==> src/rtl/stage_id.sv <==
// ---------------------------------------------------------------------------
// stage_id -- instruction-decode stage of a 5-stage MIPS pipeline.
//
// Decodes the IF/ID instruction, reads the 32x32 register file (written from
// WB with same-cycle bypass), resolves beq/j, detects load-use and
// branch-operand hazards, drives the IF control inputs combinationally and
// registers operands + controls into the ID/EX latch.
//
// Ports:
//   clk, rst_n (sync, active-low), enable (global pipeline enable)
//   inInstruction, inPostPc              IF/ID latch contents
//   inRegWrite, inWriteReg, inWriteData  WB write port
//   inEX_*, inMEM_*                      hazard sources from EX and MEM
//   outAddId, PCSrc, Jump, outPCWrite, outIF_IDWrite, outIF_Flush  -> IF
//   outReadData1/2, outSignExt, outRs/Rt/Rd, control bits, outALUOp -> ID/EX
// ---------------------------------------------------------------------------

// Register file: 32x32, r0 hardwired to zero, WB write bypassed to the reads
// so an instruction in ID sees the value being written back this cycle.
module stage_id_regfile (
  input  logic        clk,
  input  logic        rst_n,
  input  logic        we,
  input  logic [4:0]  waddr,
  input  logic [31:0] wdata,
  input  logic [4:0]  raddr1,
  input  logic [4:0]  raddr2,
  output logic [31:0] rdata1,
  output logic [31:0] rdata2
);
  logic [31:0] rf_q [32];
  logic [31:0] rf_d [32];
  logic        wr_en;

  assign wr_en = we && (waddr != 5'd0);

  always_comb begin
    rf_d = rf_q;
    if (wr_en) rf_d[waddr] = wdata;
  end

  always_ff @(posedge clk) begin
    if (!rst_n) rf_q <= '{default: '0};
    else        rf_q <= rf_d;
  end

  always_comb begin
    rdata1 = rf_q[raddr1];
    rdata2 = rf_q[raddr2];
    if (wr_en && waddr == raddr1) rdata1 = wdata;
    if (wr_en && waddr == raddr2) rdata2 = wdata;
    if (raddr1 == 5'd0) rdata1 = '0;
    if (raddr2 == 5'd0) rdata2 = '0;
  end
endmodule

module stage_id (
  input  logic        clk,
  input  logic        rst_n,
  input  logic        enable,
  input  logic [31:0] inInstruction,
  input  logic [31:0] inPostPc,
  input  logic        inRegWrite,
  input  logic [4:0]  inWriteReg,
  input  logic [31:0] inWriteData,
  input  logic        inEX_MemRead,
  input  logic        inEX_RegWrite,
  input  logic [4:0]  inEX_WriteReg,
  input  logic        inMEM_MemRead,
  input  logic [4:0]  inMEM_WriteReg,
  output logic [31:0] outAddId,
  output logic        PCSrc,
  output logic        Jump,
  output logic        outPCWrite,
  output logic        outIF_IDWrite,
  output logic        outIF_Flush,
  output logic [31:0] outReadData1,
  output logic [31:0] outReadData2,
  output logic [31:0] outSignExt,
  output logic [4:0]  outRs,
  output logic [4:0]  outRt,
  output logic [4:0]  outRd,
  output logic        outRegDst,
  output logic        outALUSrc,
  output logic        outMemRead,
  output logic        outMemWrite,
  output logic        outMemToReg,
  output logic        outRegWrite,
  output logic [1:0]  outALUOp
);
  localparam logic [5:0] OP_RTYPE = 6'h00;
  localparam logic [5:0] OP_LW    = 6'h23;
  localparam logic [5:0] OP_SW    = 6'h2B;
  localparam logic [5:0] OP_ADDI  = 6'h08;
  localparam logic [5:0] OP_BEQ   = 6'h04;
  localparam logic [5:0] OP_J     = 6'h02;

  typedef struct packed {
    logic       reg_dst;
    logic       alu_src;
    logic       mem_read;
    logic       mem_write;
    logic       mem_to_reg;
    logic       reg_write;
    logic [1:0] alu_op;
  } ctl_t;

  typedef struct packed {
    ctl_t        ctl;
    logic [31:0] rd1;
    logic [31:0] rd2;
    logic [31:0] sext;
    logic [4:0]  rs;
    logic [4:0]  rt;
    logic [4:0]  rd;
  } idex_t;

  // Instruction fields
  logic [5:0]  op;
  logic [4:0]  rs, rt, rd;
  logic [31:0] sext;

  assign op   = inInstruction[31:26];
  assign rs   = inInstruction[25:21];
  assign rt   = inInstruction[20:16];
  assign rd   = inInstruction[15:11];
  assign sext = {{16{inInstruction[15]}}, inInstruction[15:0]};

  logic [31:0] rd1, rd2;

  stage_id_regfile u_rf (
    .clk    (clk),
    .rst_n  (rst_n),
    .we     (inRegWrite),
    .waddr  (inWriteReg),
    .wdata  (inWriteData),
    .raddr1 (rs),
    .raddr2 (rt),
    .rdata1 (rd1),
    .rdata2 (rd2)
  );

  // Main decoder
  ctl_t ctl;
  logic is_beq, is_j, uses_rs, uses_rt;

  always_comb begin
    ctl = '0;
    unique case (op)
      OP_RTYPE: begin ctl.reg_dst = 1'b1; ctl.reg_write = 1'b1; ctl.alu_op = 2'd2; end
      OP_LW:    begin ctl.alu_src = 1'b1; ctl.mem_read = 1'b1; ctl.mem_to_reg = 1'b1;
                      ctl.reg_write = 1'b1; end
      OP_SW:    begin ctl.alu_src = 1'b1; ctl.mem_write = 1'b1; end
      OP_ADDI:  begin ctl.alu_src = 1'b1; ctl.reg_write = 1'b1; end
      OP_BEQ:   ctl.alu_op = 2'd1;
      default:  ctl = '0;
    endcase
  end

  assign is_beq  = (op == OP_BEQ);
  assign is_j    = (op == OP_J);
  assign uses_rs = !is_j;
  assign uses_rt = (op == OP_RTYPE) || (op == OP_SW) || is_beq;

  // Hazard detection. A beq resolves in ID, so it must also wait for any ALU
  // result still in EX and for a load that has only reached MEM.
  logic ex_hit_rs, ex_hit_rt, mem_hit_rs, mem_hit_rt;
  logic load_use, br_stall, stall;

  assign ex_hit_rs  = (inEX_WriteReg != 5'd0) && (inEX_WriteReg == rs);
  assign ex_hit_rt  = (inEX_WriteReg != 5'd0) && (inEX_WriteReg == rt);
  assign mem_hit_rs = (inMEM_WriteReg != 5'd0) && (inMEM_WriteReg == rs);
  assign mem_hit_rt = (inMEM_WriteReg != 5'd0) && (inMEM_WriteReg == rt);

  assign load_use = inEX_MemRead && ((uses_rs && ex_hit_rs) || (uses_rt && ex_hit_rt));
  assign br_stall = is_beq && ((inEX_RegWrite && (ex_hit_rs || ex_hit_rt)) ||
                               (inMEM_MemRead && (mem_hit_rs || mem_hit_rt)));
  assign stall    = load_use || br_stall;

  // IF control: combinational, gated by reset and enable; stall beats redirect.
  logic run, advance, taken;

  assign run     = rst_n && enable;
  assign advance = run && !stall;
  assign taken   = advance && is_beq && (rd1 == rd2);

  assign outPCWrite    = advance;
  assign outIF_IDWrite = advance;
  assign PCSrc         = taken;
  assign Jump          = advance && is_j;
  assign outIF_Flush   = taken || (advance && is_j);
  assign outAddId      = inPostPc + {sext[29:0], 2'b00};

  // ID/EX latch. A stall inserts a bubble: controls cleared, data still captured.
  idex_t idex_d, idex_q;

  always_comb begin
    idex_d = idex_q;
    if (enable) begin
      idex_d.ctl  = stall ? '0 : ctl;
      idex_d.rd1  = rd1;
      idex_d.rd2  = rd2;
      idex_d.sext = sext;
      idex_d.rs   = rs;
      idex_d.rt   = rt;
      idex_d.rd   = rd;
    end
  end

  always_ff @(posedge clk) begin
    if (!rst_n) idex_q <= '0;
    else        idex_q <= idex_d;
  end

  assign outReadData1 = idex_q.rd1;
  assign outReadData2 = idex_q.rd2;
  assign outSignExt   = idex_q.sext;
  assign outRs        = idex_q.rs;
  assign outRt        = idex_q.rt;
  assign outRd        = idex_q.rd;
  assign outRegDst    = idex_q.ctl.reg_dst;
  assign outALUSrc    = idex_q.ctl.alu_src;
  assign outMemRead   = idex_q.ctl.mem_read;
  assign outMemWrite  = idex_q.ctl.mem_write;
  assign outMemToReg  = idex_q.ctl.mem_to_reg;
  assign outRegWrite  = idex_q.ctl.reg_write;
  assign outALUOp     = idex_q.ctl.alu_op;
endmodule

==> config.mk <==
export PLATFORM = sky130hd
export DESIGN_NAME = stage_id
export DESIGN_NICKNAME = d
export VERILOG_FILES = /design/src/rtl/stage_id.sv
export SDC_FILE = /design/constraint.sdc
export NUM_CORES = 2
export LEC_CHECK = 0
export CORE_MARGIN = 2
export CORE_UTILIZATION = 45
export CTS_CLUSTER_DIAMETER = 120
export DETAILED_ROUTE_END_ITERATION = 16
export GPL_TIMING_DRIVEN = 0
export PLACE_DENSITY = 0.59
export SETUP_SLACK_MARGIN = 0.15
export SYNTH_ARGS = -nofsm -noshare
export SYNTH_HDL_FRONTEND = slang
export SYNTH_SLANG_ARGS = --single-unit
export TNS_END_PERCENT = 10
==> constraint.sdc <==
create_clock -name clk -period 9.8 [get_ports clk]
set_input_delay 1.96 -clock clk [delete_from_list [all_inputs] [get_ports clk]]
set_output_delay 1.96 -clock clk [all_outputs]
set_load 0.01 [all_outputs]
==> results.md <==
* Status: finished with violations
* Setup ws final at -186 ps
* Async SR Flop Fraction at 0
* CP arrival at approximately 8000 ps
* Ratio of cells with drive above 1 in the final layout at 0.143
* M2 GR Usage at 0.673
* Max_slew headroom at -0.0820
* Clock Path Buffers at 3
* Vias at roughly 60000
* Clk sinks at 1121
* Final net count at 7192
* Met3 Use GR at 0.271
* Clk root buf: clkbuf_16
* Maxcap violations at 5
* Final wirelength at 367000 um
* Syn_nets at 6818
* Most common cell after layout, fill and taps aside: nand2_1
* Area Growth Syn to Fin at 15.8%
* Post-Synthesis Cell Area at 61300 sq um
* Post-Place Setup Slack at -2280 ps
* Worst hold path class: flop to flop
* Worst setup path class: primary input to primary output
* Placed inst area at 66000 sq um
* CP required at 7840 ps
* Final setup viols at 2
* Layer with the highest usage: met2
* Clock buffer count from CTS at 134
* Sequential area share after synthesis at 0.366
* GRT met1 Usage at 0.621
* Seq cells post-synth at 1121
* Mean post-synth cell area at 9.20 sq um
* Worst R2R Path Depth at 7
* CTS H-tree lvls at 4
* Pleak at 23.5 nW
* Cell area after layout at roughly 70000 sq um
* Reg clk slew, reported paths at 60 ps
* Pwr dens at 162 nW/um^2
* Crit start category: primary input
* EDFF count, synth at 0
* Die Area at ~140000 sq um
* Total core area at 135000 sq um
* Vias per cell at 6.77
* Period utilization at 1.02
* Failing checks: max-capacitance violations, max-slew violations, negative setup slack
* Final GP Congestion at 1.10
* Most used DFF post-synth: dfxtp_1
* CP Capture Type: primary output
* HPWL Detailed at 276000 um
* DIE WIDTH at 373 um
* Clock period minus worst slack at 9990 ps
* First-pass detailed-route iteration total at 9
* Final slew viol count at 24
* First-pass GRT wire length at about 480000 um
* Reg2Reg Launch Point: u_rf.rf_q[56]
* PortBufs at 230
* Worst Skew at between 40 and 50 ps
* Residual DRC at 0
* Worst slew pin tran at between 1500 and 2000 ps
* Number of global-route vias before repair at 53900
* Fin. Hold Viols at 0
* Antenna violations before repair at 33
* CP startpoint: inInstruction[23]
* Critical path destination: outIF_Flush
* Max Freq at 0.100 GHz
* CP max FO at 10
* R2R setup slack at 6730 ps
* RSZ-0062 raised after global routing: false
* CTS tree: done
* Rows at approximately 140
* WL/cell at 41.0 um
* Antenna Nets Post-Route at 0
* VDD IR-drop max at roughly 140 uV
* Worst flop-to-flop path endpoint: outReadData1[24]
* Total grt overflow at 0
* Most frequent cells in the layout: 2150 x nand2_1, 1121 x dfxtp_1, 996 x a21boi_0, 496 x mux4_2, 486 x clkbuf_1
* I/O pins at 274
* Mapped Cells at 6670
* DIE HEIGHT at 373 um
* Pin count of the biggest net entering global routing at 20
* Synth unique cells at 90
* Worst-skew pair later-pin latency at 820 ps
* DRT iter0 DRCs at approximately 11000
* Gr usage total at 0.512
* Synthesis Warnings at 0
* Initial core utilization at 0.453
## per-layer routing
layer / vias to the layer above / wire length [um]
li1: 24100 / -
met1: 29700 / 130000
met2: 5564 / 140000
met3: 1272 / 62300
met4: 12 / 34400
met5: - / 326
## cell type report
class	instances	area, sq um
well taps	1781	2230
diodes	34	85.1
plain buffers	689	3520
clock inverters	40	504
fillers	12700	64300
flip-flops and latches	1121	22400
multi-input cells	4842	35800
inverters	18	70.1
repair buffers	238	2410
clock buffers	200	3970
## registers in the layout (all words and copies together), names as in the netlist
register,count
outReadData2,32
outMemRead,1
outRegWrite,1
outALUSrc,1
outRs,5
outRt,5
outMemWrite,1
outRegDst,1
outReadData1,32
outALUOp,2
outSignExt,16
u_rf.rf_q,1024
## report_power, final
group | switching, W | total (W) | internal, W
Combinational | 0.00116 | 0.00166 | 0.000502
Sequential | 0.0000362 | 0.00464 | 0.00460
Clock | 0.00226 | 0.00524 | 0.00298
Total | 0.00345 | 0.0115 | 0.00808
## worst min-delay path by stage
stage,startpoint,to,slack [ps],depth (start not counted)
6_report,u_rf.rf_q[824],u_rf.rf_q[824],480,2
3_3_place_gp,u_rf.rf_q[992],u_rf.rf_q[992],460,1
4_1_cts,u_rf.rf_q[816],u_rf.rf_q[816],480,2
3_5_place_dp,u_rf.rf_q[992],u_rf.rf_q[992],460,1
2_1_floorplan,u_rf.rf_q[1000],u_rf.rf_q[1000],440,1
5_1_grt,u_rf.rf_q[177],u_rf.rf_q[177],490,2
## logic make-up after synthesis
logic type                 synth area share
AOI/OAI and AO/OA                     0.167
xor gates and xnor gates             0.0121
adders and majority gates           0.00624
buffers and inverters                0.0531
DFF                                   0.366
muxes                                 0.223
and+or+nand+nor                       0.173
## timing repair
action                                  4_1_cts  5_1_grt
endpoints found under the setup margin        2        2
pin swaps                                     1        1
resized for setup                           123       44
setup buffers                                 1        0
hold buffers                                  0        0
## worst max-delay path: stages
cell	delay, ps
buf_2	340
clkbuf_4	450
buf_6	390
buf_4	460
buf_4	450
mux4_2	370
mux2i_1	450
a21oi_1	320
a21oi_1	360
a21oi_1	260
xnor2_2	590
o2111ai_1	290
or4_4	570
o21bai_2	140
clkdlybuf4s50_1	540
## through the flow
stage           util  power [W]  TNS (ps)  hold WS, ps  cells
5_1_grt        0.524     0.0116         0          493   8932
3_5_place_dp   0.488    0.00626     -4550          462   8688
2_1_floorplan      -    0.00545         0          443   6670
6_report       0.525     0.0115      -349          476   8963
3_3_place_gp   0.487    0.00625     -4540          456   8681
4_1_cts        0.523     0.0114         0          477   8929
## Yosys cell counts (14+ instances only)
master / instances / area [sq um]
a221o_1: 14 / 140
xor2_1: 34 / 298
clkbuf_1: 479 / 1800
o22ai_1: 23 / 144
o211ai_1: 15 / 113
and2_1: 53 / 332
a22oi_1: 41 / 308
buf_1: 29 / 109
a221oi_1: 16 / 140
and3_1: 18 / 113
a31oi_1: 31 / 194
mux2_2: 27 / 304
dfxtp_1: 1121 / 22400
xnor2_1: 51 / 447
mux2i_1: 223 / 2230
nand3_1: 36 / 180
nor2b_1: 99 / 619
nand2_1: 2150 / 8070
a21oi_1: 73 / 365
o21ai_0: 61 / 305
buf_4: 60 / 450
a211oi_1: 15 / 113
inv_1: 14 / 52.6
ha_1: 29 / 363
nor2_1: 110 / 413
mux4_2: 496 / 11200
nor3_1: 45 / 225
buf_6: 22 / 248
a21boi_0: 996 / 7480
buf_2: 82 / 410
(Power assumes the default switching activity.)
